$ cat src/rtl/fphub_accumulator_ctrl.sv
// Sequential accumulation controller feeding an external HUB adder (X/Y out, Z in).
// Optional macro FPHUB_ACC_ZERO_CANON_EN: store zeros captured into acc as +0.
module fphub_accumulator_ctrl #(
  parameter int M       = 4,
  parameter int E       = 4,
  parameter int ADD_LAT = 0,
  parameter int CW      = 8
) (
  input  logic             clk,
  input  logic             rst,
  input  logic             in_valid,
  output logic             in_ready,
  input  logic [E+M:0]     in_data,
  input  logic             in_last,
  output logic [E+M:0]     add_x,
  output logic [E+M:0]     add_y,
  input  logic [E+M:0]     add_z,
  output logic             out_valid,
  input  logic             out_ready,
  output logic [E+M:0]     out_data,
  output logic [CW-1:0]    out_count
);

  localparam int W  = E + M + 1;
  localparam int LW = (ADD_LAT > 0) ? $clog2(ADD_LAT + 1) : 1;

  typedef enum logic [1:0] {
    S_IDLE,
    S_ACCUM,
    S_EXEC,
    S_DONE
  } state_t;

  state_t         state;
  logic [W-1:0]   acc;
  logic [W-1:0]   op;
  logic [W-1:0]   x_r;
  logic [CW-1:0]  cnt;
  logic [LW-1:0]  lat_cnt;
  logic           last_r;

  function automatic logic [W-1:0] canon(input logic [W-1:0] v);
`ifdef FPHUB_ACC_ZERO_CANON_EN
    if (v[W-2:0] == '0) return '0;
`endif
    return v;
  endfunction

  // add_x is a private copy of acc so the adder port only moves when an
  // add is launched, not when the first operand of a sequence lands in acc.
  always_ff @(posedge clk) begin
    if (rst) begin
      state   <= S_IDLE;
      acc     <= '0;
      op      <= '0;
      x_r     <= '0;
      cnt     <= '0;
      lat_cnt <= '0;
      last_r  <= 1'b0;
    end else begin
      case (state)
        S_IDLE: begin
          if (in_valid) begin
            acc   <= canon(in_data);
            cnt   <= CW'(1);
            state <= in_last ? S_DONE : S_ACCUM;
          end
        end
        S_ACCUM: begin
          if (in_valid) begin
            op      <= in_data;
            x_r     <= acc;
            last_r  <= in_last;
            lat_cnt <= '0;
            state   <= S_EXEC;
          end
        end
        S_EXEC: begin
          lat_cnt <= lat_cnt + LW'(1);
          if (lat_cnt == LW'(ADD_LAT)) begin
            acc   <= canon(add_z);
            cnt   <= (cnt == '1) ? cnt : cnt + CW'(1);
            state <= last_r ? S_DONE : S_ACCUM;
          end
        end
        S_DONE: begin
          if (out_ready) state <= S_IDLE;
        end
        default: state <= S_IDLE;
      endcase
    end
  end

  // in_ready is masked by rst so it reads 0 throughout reset.
  assign in_ready  = ~rst & ((state == S_IDLE) | (state == S_ACCUM));
  assign out_valid = (state == S_DONE);
  assign out_data  = acc;
  assign out_count = cnt;
  assign add_x     = x_r;
  assign add_y     = op;

endmodule

$ cat config.mk
export PLATFORM = sky130hd
export DESIGN_NAME = fphub_accumulator_ctrl
export DESIGN_NICKNAME = d
export VERILOG_FILES = /design/src/rtl/fphub_accumulator_ctrl.sv
export SDC_FILE = /design/constraint.sdc
export NUM_CORES = 1
export LEC_CHECK = 0
export CELL_PAD_IN_SITES_DETAIL_PLACEMENT = 0
export CELL_PAD_IN_SITES_GLOBAL_PLACEMENT = 1
export CORE_MARGIN = 4
export CORE_UTILIZATION = 32
export CTS_CLUSTER_SIZE = 14
export DETAILED_ROUTE_END_ITERATION = 7
export PLACE_DENSITY = 0.87
export SLEW_MARGIN = 20
export SYNTH_ARGS = -nofsm -noshare
export SYNTH_HDL_FRONTEND = slang
export SYNTH_SLANG_ARGS = --single-unit
$ cat constraint.sdc
create_clock -name clk -period 2.01 [get_ports clk]
set_input_delay 0.603 -clock clk [delete_from_list [all_inputs] [get_ports clk]]
set_output_delay 0.603 -clock clk [all_outputs]
set_load 0.005 [all_outputs]
# Yosys cells after proc, flatten, opt, wreduce, memory -nomap -nowiden
# Index checks and enable logic that the tools add are counted.
word_totals:
  regBits: 39
  in_bits: 23
  word_cells: 45
op_classes:
  addsub: 2
  eq_ne: 9
  n_mux: 16
  bitwise: 3
  reduce_logical: 8
ops:
  columns: ["op", "n"]
  rows:
  - ["8-bit 2-to-1 mux", 3]
  - ["9-bit 2-to-1 mux", 2]
  - ["9-bit case mux with 2 select lines", 1]
  - ["8-bit case mux with 2 select lines", 1]
  - ["2-bit 2-to-1 mux", 6]
  - ["8-bit by 1-bit adder with 8-bit output (second input constant)", 1]
  - ["8-bit equality test (second input constant)", 1]
  - ["2-bit inequality test (second input constant)", 4]
  - ["2-bit case mux with 4 select lines", 1]
  - ["4-bit AND reduction", 2]
  - ["2-bit equality test (second input constant)", 2]
  - ["2-bit AND reduction", 2]
  - ["2-bit nonzero test", 2]
  - ["3-bit AND reduction", 1]
  - ["2-bit by 1-bit equality test with 1-bit output (second input constant)", 1]
  - ["2-bit zero test", 1]
  - ["2-bit by 1-bit inequality test with 1-bit output (second input constant)", 1]
  - ["1-bit case mux with 2 select lines", 1]
  - ["1-bit adder (second input constant)", 1]
  - ["1-bit bitwise AND", 1]
  - ["1-bit 2-to-1 mux", 1]
  - ["1-bit inverter", 1]
  - ["1-bit OR", 1]

# Longest topological paths before layout
# Gate-level depths: netlist of the first run.
depth:
  word_depth: 4
  ltp_mapped: 7

# Worst setup path before layout of the first run
# OpenSTA, ideal clock, no wires.
synth_path:
  kind: "input to output"
  from: "in rst"
  to: "out in_ready"
  arrival_time_ns: 0.933
  t_required_ns: 1.407
  path_slack_ns: 0.474
  stages: 2
  path_buffers: 1
  path_cell_list: "clkbuf_1 nor2_1"
synth_via:
  elab_chain_cells: 2
synth_lines:
  columns: ["item", "line", "text"]
  rows:
  - ["start, declared", "10", "input logic rst,"]
  - ["1-bit inverter", "95", "assign in_ready = ~rst & ((state == S_IDLE) | (state == S_ACCUM));"]
  - ["1-bit bitwise AND", "95", null]
  - ["end, declared", "12", "output logic in_ready,"]
# Every way passes these cells.

# Final worst setup path of the first run
layout_path:
  from: "reg cnt[5] (netlist: out_count[5])"
  to: "out out_count[5]"
layout_lines:
  columns: ["item", "line", "text"]
  rows:
  - ["start, declared", "38", "logic [CW-1:0] cnt;"]
  - ["start signal, assigned", "82", "cnt <= (cnt == '1) ? cnt : cnt + CW'(1);"]
  - ["end, declared", "21", "output logic [CW-1:0] out_count"]
# No word-level cell between the ends.

==> results by group, run 1 <==
Outcome
  – Status: complete, no violations

Detailed routing
  – Drt pass-1 iters: 4
  – Vias per cell: 4.74
  – Final wirelength: 4490 µm
  – WL per Instance: 13.2 µm
  – Initial DRC Count: 95
  – Vias post-DR: ~1600
  – Post-route ant nets: 0
  – Residual DRC: 0

Worst hold path
  – Hold path start: add_x[5]
  – Worst Hold Class: reg2reg

Floorplan
  – Ports: 60
  – FP Rows: 26
  – Horiz. Die Dim: 81.8 µm
  – Initial core utilization: 0.335
  – DIE AREA: 6690 µm²
  – Core Box Area: 5200 µm²
  – DIE HEIGHT: 81.8 µm

Logic synthesis
  – Yosys top cell area share: 0.448
  – Syn. warnings: 0
  – Syn_area_per_cell: approximately 8.4 µm²
  – Synth area leader: dfxtp_1
  – Cell variety after synth: 33
  – Post-synthesis register bit count: 39
  – Syn Std Cell Area: 1740 µm²
  – Area contributors post-synth: dfxtp_1 45%, nand2_1 12%, a21oi_1 7.8%
  – Post-synthesis cell count: 207
  – Number of synthesized flops with an enable pin: 0
  – Async S/R FF share, synth: 0
  – Main synth FF type: dfxtp_1
  – Register area share after synthesis: 0.448
  – Syn_nets: 231

Place
  – Global placer's final weighted congestion: 0.778
  – Port buffer count: 59
  – Dpl hpwl: 3210 µm
  – Area post-placement: approximately 2400 µm²

STA
  – RSZ-0062 raised after global routing: no
  – Worst Max-Slew Pin Slew: approximately 0.46 ns
  – Slew Limit Fails: 0
  – Fin. Hold Viols: 0
  – Max Clk Rate: 532 MHz
  – Setup_tns: 0 ns
  – Hold WS: 0.454 ns
  – Slew HR: 0.694
  – Crit path time final: 1.88 ns
  – Setup Skew: 0.00694 ns
  – Period utilization: 0.935
  – Final number of setup-violating endpoints: 0

CTS
  – Clock Tree Buf Depth: 2
  – Clk slew on worst S/H paths: 0.08 ns
  – Postcts setup bufs: 0
  – CTS Root Buffer Type: clkbuf_8
  – Num CTS Buffers: 5
  – Worst skew pair latency: 0.29 ns
  – CTS tree: built
  – CTS H-tree lvls: 2
  – Clk sinks: 39

Power and ir drop
  – Comb pwr share: 0.223
  – Leak: roughly 0.9 nW
  – Max VDD drop: around 0.36 mV
  – Pwr Total: approximately 1.8 mW
  – Fraction of power consumed by sequential logic: 0.485
  – P_int: 1.27 mW
  – Power per Cell Area: 705 nW/µm²
  – Sw Ratio: 0.275
  – NetSw: 0.484 mW
  – Clock power frac: 0.292

Global route
  – Global-route track usage on met1: 0.195
  – Routing usage on met2: 0.211
  – Gr usage total: 0.146
  – GR Overflow Total: 0
  – Antenna violations before repair: 0
  – Top Usage Layer GRT: met2
  – Largest net degree at the start of global routing: 40
  – Met3 GRT Util: 0.0417
  – Vias in the first global route: 1577
  – First-pass GRT wire length: 7510 µm

Worst setup path
  – Critical Path, Cell by Cell: clkdlybuf4s50_1
  – Slowest CP cell: clkdlybuf4s50_1
  – CP max stage delay: 0.54 ns
  – WP data arrival: 1.28 ns
  – Crit path from: out_count[5]
  – Crit-path max FO: 8
  – CP Capture Type: output pin
  – Crit-path leading delay family: buffers and inverters
  – Worst flop-to-flop path startpoint: out_count[0]
  – Crit path kind: reg2out
  – Nature of the critical path startpoint: flop
  – Worst path required time: 1.41 ns
  – Worst path bufs/invs: 1

Run
  – Max-cap viol count: 0

Finish
  – NumNets Final: 292
  – Most frequent cells in the layout: 58 x nand2_1, 57 x clkdlybuf4s50_1, 39 x dfxtp_1
  – Antenna cells: 0
  – Filler cells: 525
  – Share of cells above drive strength 1: 0.104
  – Commonest non-fill, non-tap cell in the layout: nand2_1
  – Area Overhead vs Synth: 43.1%
  – Design area: roughly 2500 µm²
  – Final core occ: 0.479
-- synth_stat cells, drive strengths merged, types with 3 or more instances --
cell type	count
nor2	16
clkbuf	5
a211oi	3
a21o	3
a311oi	9
nor3	4
nand2	58
and2	3
nand3	6
nand2b	3
dfxtp	39
buf	9
a21oi	28
-- routing by layer --
layer  part of all wire  vias to the layer above
met5                  0                        -
met4              0.021                        0
met3              0.080                        7
met2               0.42                       54
met1               0.48                      709
li1                   -                      837
-- cells by family after synthesis --
family / synth area share
simple gates: 0.257
compound gates: 0.222
flops: 0.448
buf+inv: 0.0610
xor+xnor: 0.00503
fa+ha+maj: 0.00718
-- tightest hold or removal path, delay by kind of cell, from the launching register on --
| family | cells | cell delay, ns |
|---|---|---|
| AOI/OAI and AO/OA | 1 | 0.05 |
| and+or+nand+nor | 1 | 0.05 |
| DFF | 1 | 0.31 |
-- path summary, 6_finish.rpt --
| path | to | slack, ns | cells past startpoint |
|---|---|---|---|
| max | out_count[5] | 0.13 | 1 |
| min | add_x[5] | 0.45 | 2 |
| max reg2reg | out_count[7] | 0.39 | 5 |
| min reg2reg | add_x[5] | 0.45 | 2 |
-- flip-flops by register name (all words and copies together) (netlist names) --
name,cells
out_data,9
state,2
last_r,1
out_count,8
add_y,9
add_x,9
lat_cnt,1
-- what timing repair did --
item	CTS	global route
resized for setup	1	1
hold endpoints to repair	0	0
hold buffers	0	0
endpoints found under the setup margin	1	1
-- cell type report --
cell class	instances	area (µm²)	area share
multi-input combinational	153	856	0.343
sequential	39	781	0.313
timing repair buffer	68	684	0.274
tap	70	87.6	0.0351
clock buffer	7	76.3	0.0306
clock inverter	1	5.00	0.00201
inverter	1	3.75	0.00151
-- per-stage QoR --
stage | setup WS [ns] | cells
floorplan | 0.474 | 207
global placement | -0.237 | 331
detailed placement | -0.220 | 331
CTS | 0.0138 | 339
global route | 0.0464 | 339
finish | 0.130 | 339
-- power by group through the flow --
stage                     logic, mW  clock network [mW]  registers [mW]
after floorplan               0.210                   0           0.871
after global placement        0.392                   0           0.871
after detailed placement      0.397                   0           0.871
after CTS                     0.397               0.531           0.853
after global routing          0.430               0.570           0.860
final                         0.392               0.513           0.853
Power figures use the tool's default switching activity.
==> inputs of run 2 (changes only) <==
--- a/config.mk
+++ b/config.mk
@@ -11,6 +11,7 @@
 export CORE_UTILIZATION = 32
 export CTS_CLUSTER_SIZE = 14
 export DETAILED_ROUTE_END_ITERATION = 7
+export HOLD_SLACK_MARGIN = 0.05
 export PLACE_DENSITY = 0.87
 export SLEW_MARGIN = 20
 export SYNTH_ARGS = -nofsm -noshare
==> results of run 2 <==
The final DEF is identical to that of run 1; final timing and power are the same.
==> variant 1 (config.mk and constraints of run 1) <==
Build with the macro `FPHUB_ACC_ZERO_CANON_EN` defined.
--- a/src/rtl/fphub_accumulator_ctrl.sv
+++ b/src/rtl/fphub_accumulator_ctrl.sv
@@ -2,2 +2,4 @@
 // Optional macro FPHUB_ACC_ZERO_CANON_EN: store zeros captured into acc as +0.
+`define FPHUB_ACC_ZERO_CANON_EN
+
 module fphub_accumulator_ctrl #(
Formal check against the unedited RTL: not equivalent (a bounded check fails within 4 cycles, from zero or initial values and one cycle with rst high).
==> variant 1 against run 1 <==
Design area is 3.8% higher. Core utilization is 2.5 points higher. Count of clock-buffer cells in the layout is 1 lower. Wire length is 8.7% higher. Largest cell class unchanged. Synthesized area is 2.1% lower. Largest power group unchanged. Synthesized cell count is 4.8% higher. Highest routed layer unchanged. Sequential cell count stayed put. Setup slack worse by 0.067 ns. Total power is 14% higher.
==> variant 1: results (changes against run 1) <==
metric,value,unit,change
use_met2,0.238,,+0.0273
drtIter0Drc,71,,-25%
skew,0.00507,ns,-0.00187 ns
rrSetupSlack,0.31,ns,-0.08 ns
grt_start_max_net_pins,39,,-2.5%
critical_path_peak_fanout,5,,-3
dr_wl_met2,2250,um,+20%
worst_pin_slew,0.409,ns,-0.0507 ns
use_met1,0.206,,+0.0104
dp_hpwl,3580,um,+11%
preCtsSetupSlack,-0.280,ns,-0.0602 ns
p_leak,0.954,nW,+8.3%
synth_cells,217,,+4.8%
syn_nets,241,,+4.3%
final_nets,311,,+6.5%
drive_gt1_frac,0.108,,+0.00355
wl_met1,2390,um,+11%
filler_cell_count,539,,+2.7%
worst_ir_drop_vdd,365,uV,+1.7%
synth.distinct_cells,35,,+6.1%
synth_fa_ha_area_frac,0.00733,,+0.000153
track_usage,0.151,,+0.00582
ys_top_cells_by_count,"58 x nand2_1, 39 x dfxtp_1, 28 x a21oi_1",,
grt_util_met3,0.0266,,-0.0151
yosys-top-cells-area,"dfxtp_1 46%, nand2_1 13%, a21oi_1 8.2%",,
post-place-cells,350,,+5.7%
seq_area_frac_synth,0.457,,+0.00952
status,completed,,
routed-wl-met3,148,um,-59%
grt_pass1_wl,7820,um,+4.1%
drt_wl_total,4880,um,+8.7%
variant 1: changes by cell type after synthesis, sizes merged, moves of 2 or more:
cell | before | now
nand3 | 6 | 9
a211oi | 3 | 1
a21o | 3 | 1
nor2 | 16 | 13
nor4 | 0 | 5
a41oi | 2 | 0
o21ai | 2 | 4
clkbuf | 5 | 7
a32o | 0 | 2
or4 | 0 | 2
variant 1: layout make-up:
cell class,count,area [um2],share of cell area
Multi-Input combinational cell,160,842,0.325
Sequential cell,39,781,0.302
Timing Repair Buffer,79,738,0.285
Tap cell,70,87.6,0.0338
Clock buffer,6,72.6,0.0280
Clock inverter,2,60.1,0.0232
Inverter,2,7.51,0.00290
variant 1: repair_timing:
| action | CTS | global route |
|---|---|---|
| gates resized for setup | 2 | 0 |
| setup endpoints to repair | 1 | 0 |
| setup buffers | 0 | 0 |
variant 1: worst max path at each step:
stage | startpoint | to | slack [ns] | depth (start not counted)
2_1_floorplan | rst | in_ready | 0.18 | 3
3_3_place_gp | rst | in_ready | -0.29 | 3
3_5_place_dp | rst | in_ready | -0.28 | 3
4_1_cts | out_count[0] | out_count[0] | 0.06 | 2
5_1_grt | out_count[0] | out_count[0] | 0.04 | 2
6_report | out_count[0] | out_count[0] | 0.06 | 2
variant 1: critical path: cells and delay by family (launching register included):
| kind | cells | cell delay, ns |
|---|---|---|
| flip-flops | 1 | 0.41 |
| buffers and inverters | 2 | 0.65 |
variant 1: power breakdown:
part / switching [mW] / total, mW / internal, mW
Combinational: 0.173 / 0.379 / 0.206
Sequential: 0.0352 / 0.855 / 0.820
Clock: 0.271 / 0.767 / 0.496
Total: 0.479 / 2.00 / 1.52
==> variant 2 (settings of run 1) <==
Made on the original files. Make the reset (`rst`) asynchronous in one clocked block.
--- a/src/rtl/fphub_accumulator_ctrl.sv
+++ b/src/rtl/fphub_accumulator_ctrl.sv
@@ -50,3 +50,3 @@
   // add is launched, not when the first operand of a sequence lands in acc.
-  always_ff @(posedge clk) begin
+  always_ff @(posedge clk or posedge rst) begin
     if (rst) begin
Function: differs if rst is asserted again (counterexample within 4 cycles, from zero or initial values and one cycle with rst high); with rst held inactive, the same outputs for 10 cycles.
==> variant 2 against run 1 <==
Register-to-register slack got worse by 0.13 ns. Synthesized area is 0.50% lower. Design area rose by 3.0%. Synthesized cell count is 24% lower. Critical path depth unchanged. Wire length decreased by 4.8%. Sequential cell count unchanged. Setup slack worse by 0.027 ns. Worst hold slack worse by 0.052 ns. Core utilization up 1.7 points. Critical endpoint unchanged. Largest cell class is now registers. Highest routed layer unchanged.
Power is not compared: it rests on default switching activity, and its combinational part moved more than twofold at a synthesized area within 25%.
==> variant 2: results (changes against run 1) <==
metric,value,unit,change
post-place-cells,287,,-13%
synthXorXnorAreaFrac,0.00505,,+0.0000254
dp_hpwl,3100,um,-3.3%
synth_fa_ha_area_frac,0.00722,,+0.0000363
ys_top_cells_by_count,"39 x dfrtp_1, 24 x nand2_1, 19 x mux2_2",,
synth.distinct_cells,32,,-3.0%
cts_setup_buffers,0,,unchanged
min_path_type,in -> async,,
dr.pass1.iters,5,,+1
maxSlewHeadroom,0.825,,+0.132
critical_path_peak_fanout,7,,-1
clk_latency,0.29,ns,about the same
setup_slack,0.103,ns,-0.0272 ns
seq_area_frac_synth,0.563,,+0.115
track_usage,0.137,,-0.00825
grt_pass1_wl,6910,um,-8.0%
n_antenna_cell,0,,unchanged
worst_ir_drop_vdd,563,uV,
final_nets,248,,-15%
preCtsSetupSlack,-0.214,ns,+0.00562 ns
cts_resized,1,,unchanged
avgViaCountPerCell,4.83,,+1.8%
post_dp_cell_area,2450,um2,+1.8%
place.gp.congestion,0.774,,-0.58%
path_clk_slew,0.08,ns,about the same
grt_pass1_vias,1383,,-12%
p_leak,1.09,nW,
synth_compound_area_frac,0.113,,-0.109
root_buffer,clkbuf_8,,
post_layout_nonfiller_instances,295,,-13%
yosys-top-cells-area,"dfrtp_1 56%, mux2_2 12%, nand2_1 5.2%",,
cts.htree.levels,2,,unchanged
status,completed,,
drtIter0Drc,67,,-29%
drive_gt1_frac,0.178,,+0.0737
skew,0.00182,ns,-0.00513 ns
synth_top_family_by_area,simple AND/OR/NAND/NOR gates,,
filler_cell_count,486,,-7.4%
cts-buffers-inserted,5,,unchanged
critPathSlowestCell,clkdlybuf4s50_1,,
synth_async_sr_flop_share,1.00,,+1.00
synthFlopType,dfrtp_1,,
grt_start_max_net_pins,40,,unchanged
avgSynthCellArea,11.0,um2,+31%
syn_nets,181,,-22%
cpPeakStageDelay,0.56,ns,+0.02 ns
drt_wl_total,4270,um,-4.8%
synth.area.mux_share,0.135,,+0.135
-- variant 2: cell types whose count changed in the layout (fill, tap and decap cells not counted), moves of 3 or more --
| cell | change |
|---|---|
| a21oi_1 | -23 |
| dfxtp_1 | -39 |
| inv_1 | +3 |
| nand2_1 | -34 |
| dfrtp_1 | +39 |
| nand3_1 | -5 |
| a311oi_2 | -7 |
| nor3_1 | -3 |
| mux2_2 | +19 |
| a31oi_1 | +11 |
-- variant 2: report_power, final --
| group | total [mW] | internal, mW | switching, mW |
|---|---|---|---|
| clock | 0.659 | 0.370 | 0.289 |
| sequential | 1.48 | 1.18 | 0.296 |
| combinational | 2.00 | 1.20 | 0.799 |
| total | 4.14 | 2.75 | 1.38 |
-- variant 2: area by class of cell --
cell class	instances	area [um2]	area share
Multi-Input combinational cell	106	692	0.269
Tap cell	70	87.6	0.0341
Clock buffer	5	68.8	0.0268
Inverter	4	15.0	0.00585
Clock inverter	3	43.8	0.0171
Sequential cell	39	976	0.380
Timing Repair Buffer	68	684	0.267
-- variant 2: routing by layer --
layer	track usage	up-vias	wire length, um	part of all wire
met5	0	-	0	0
met4	0.0465	0	71	0.017
met3	0.0373	7	167	0.039
met2	0.225	33	2190	0.51
met1	0.175	695	1840	0.43
li1	-	689	-	-
-- variant 2: final timing paths --
check / slack, ns / cells past startpoint / from / to
max in group asynchronous: 1.42 / 3 / rst / out_count[2]
hold / removal: 0.40 / 3 / rst / state[1]
min in group clk: 0.51 / 1 / add_x[3] / add_x[3]
setup reg to reg: 0.26 / 5 / out_count[0] / out_count[0]
setup / recovery: 0.10 / 1 / out_count[5] / out_count[5]
hold reg to reg: 0.51 / 1 / add_x[3] / add_x[3]
-- variant 2: tightest hold or removal path: stages --
cell and delay [ns]:
dlymetal6s2s_1 0.13, inv_1 0.09, buf_12 0.23
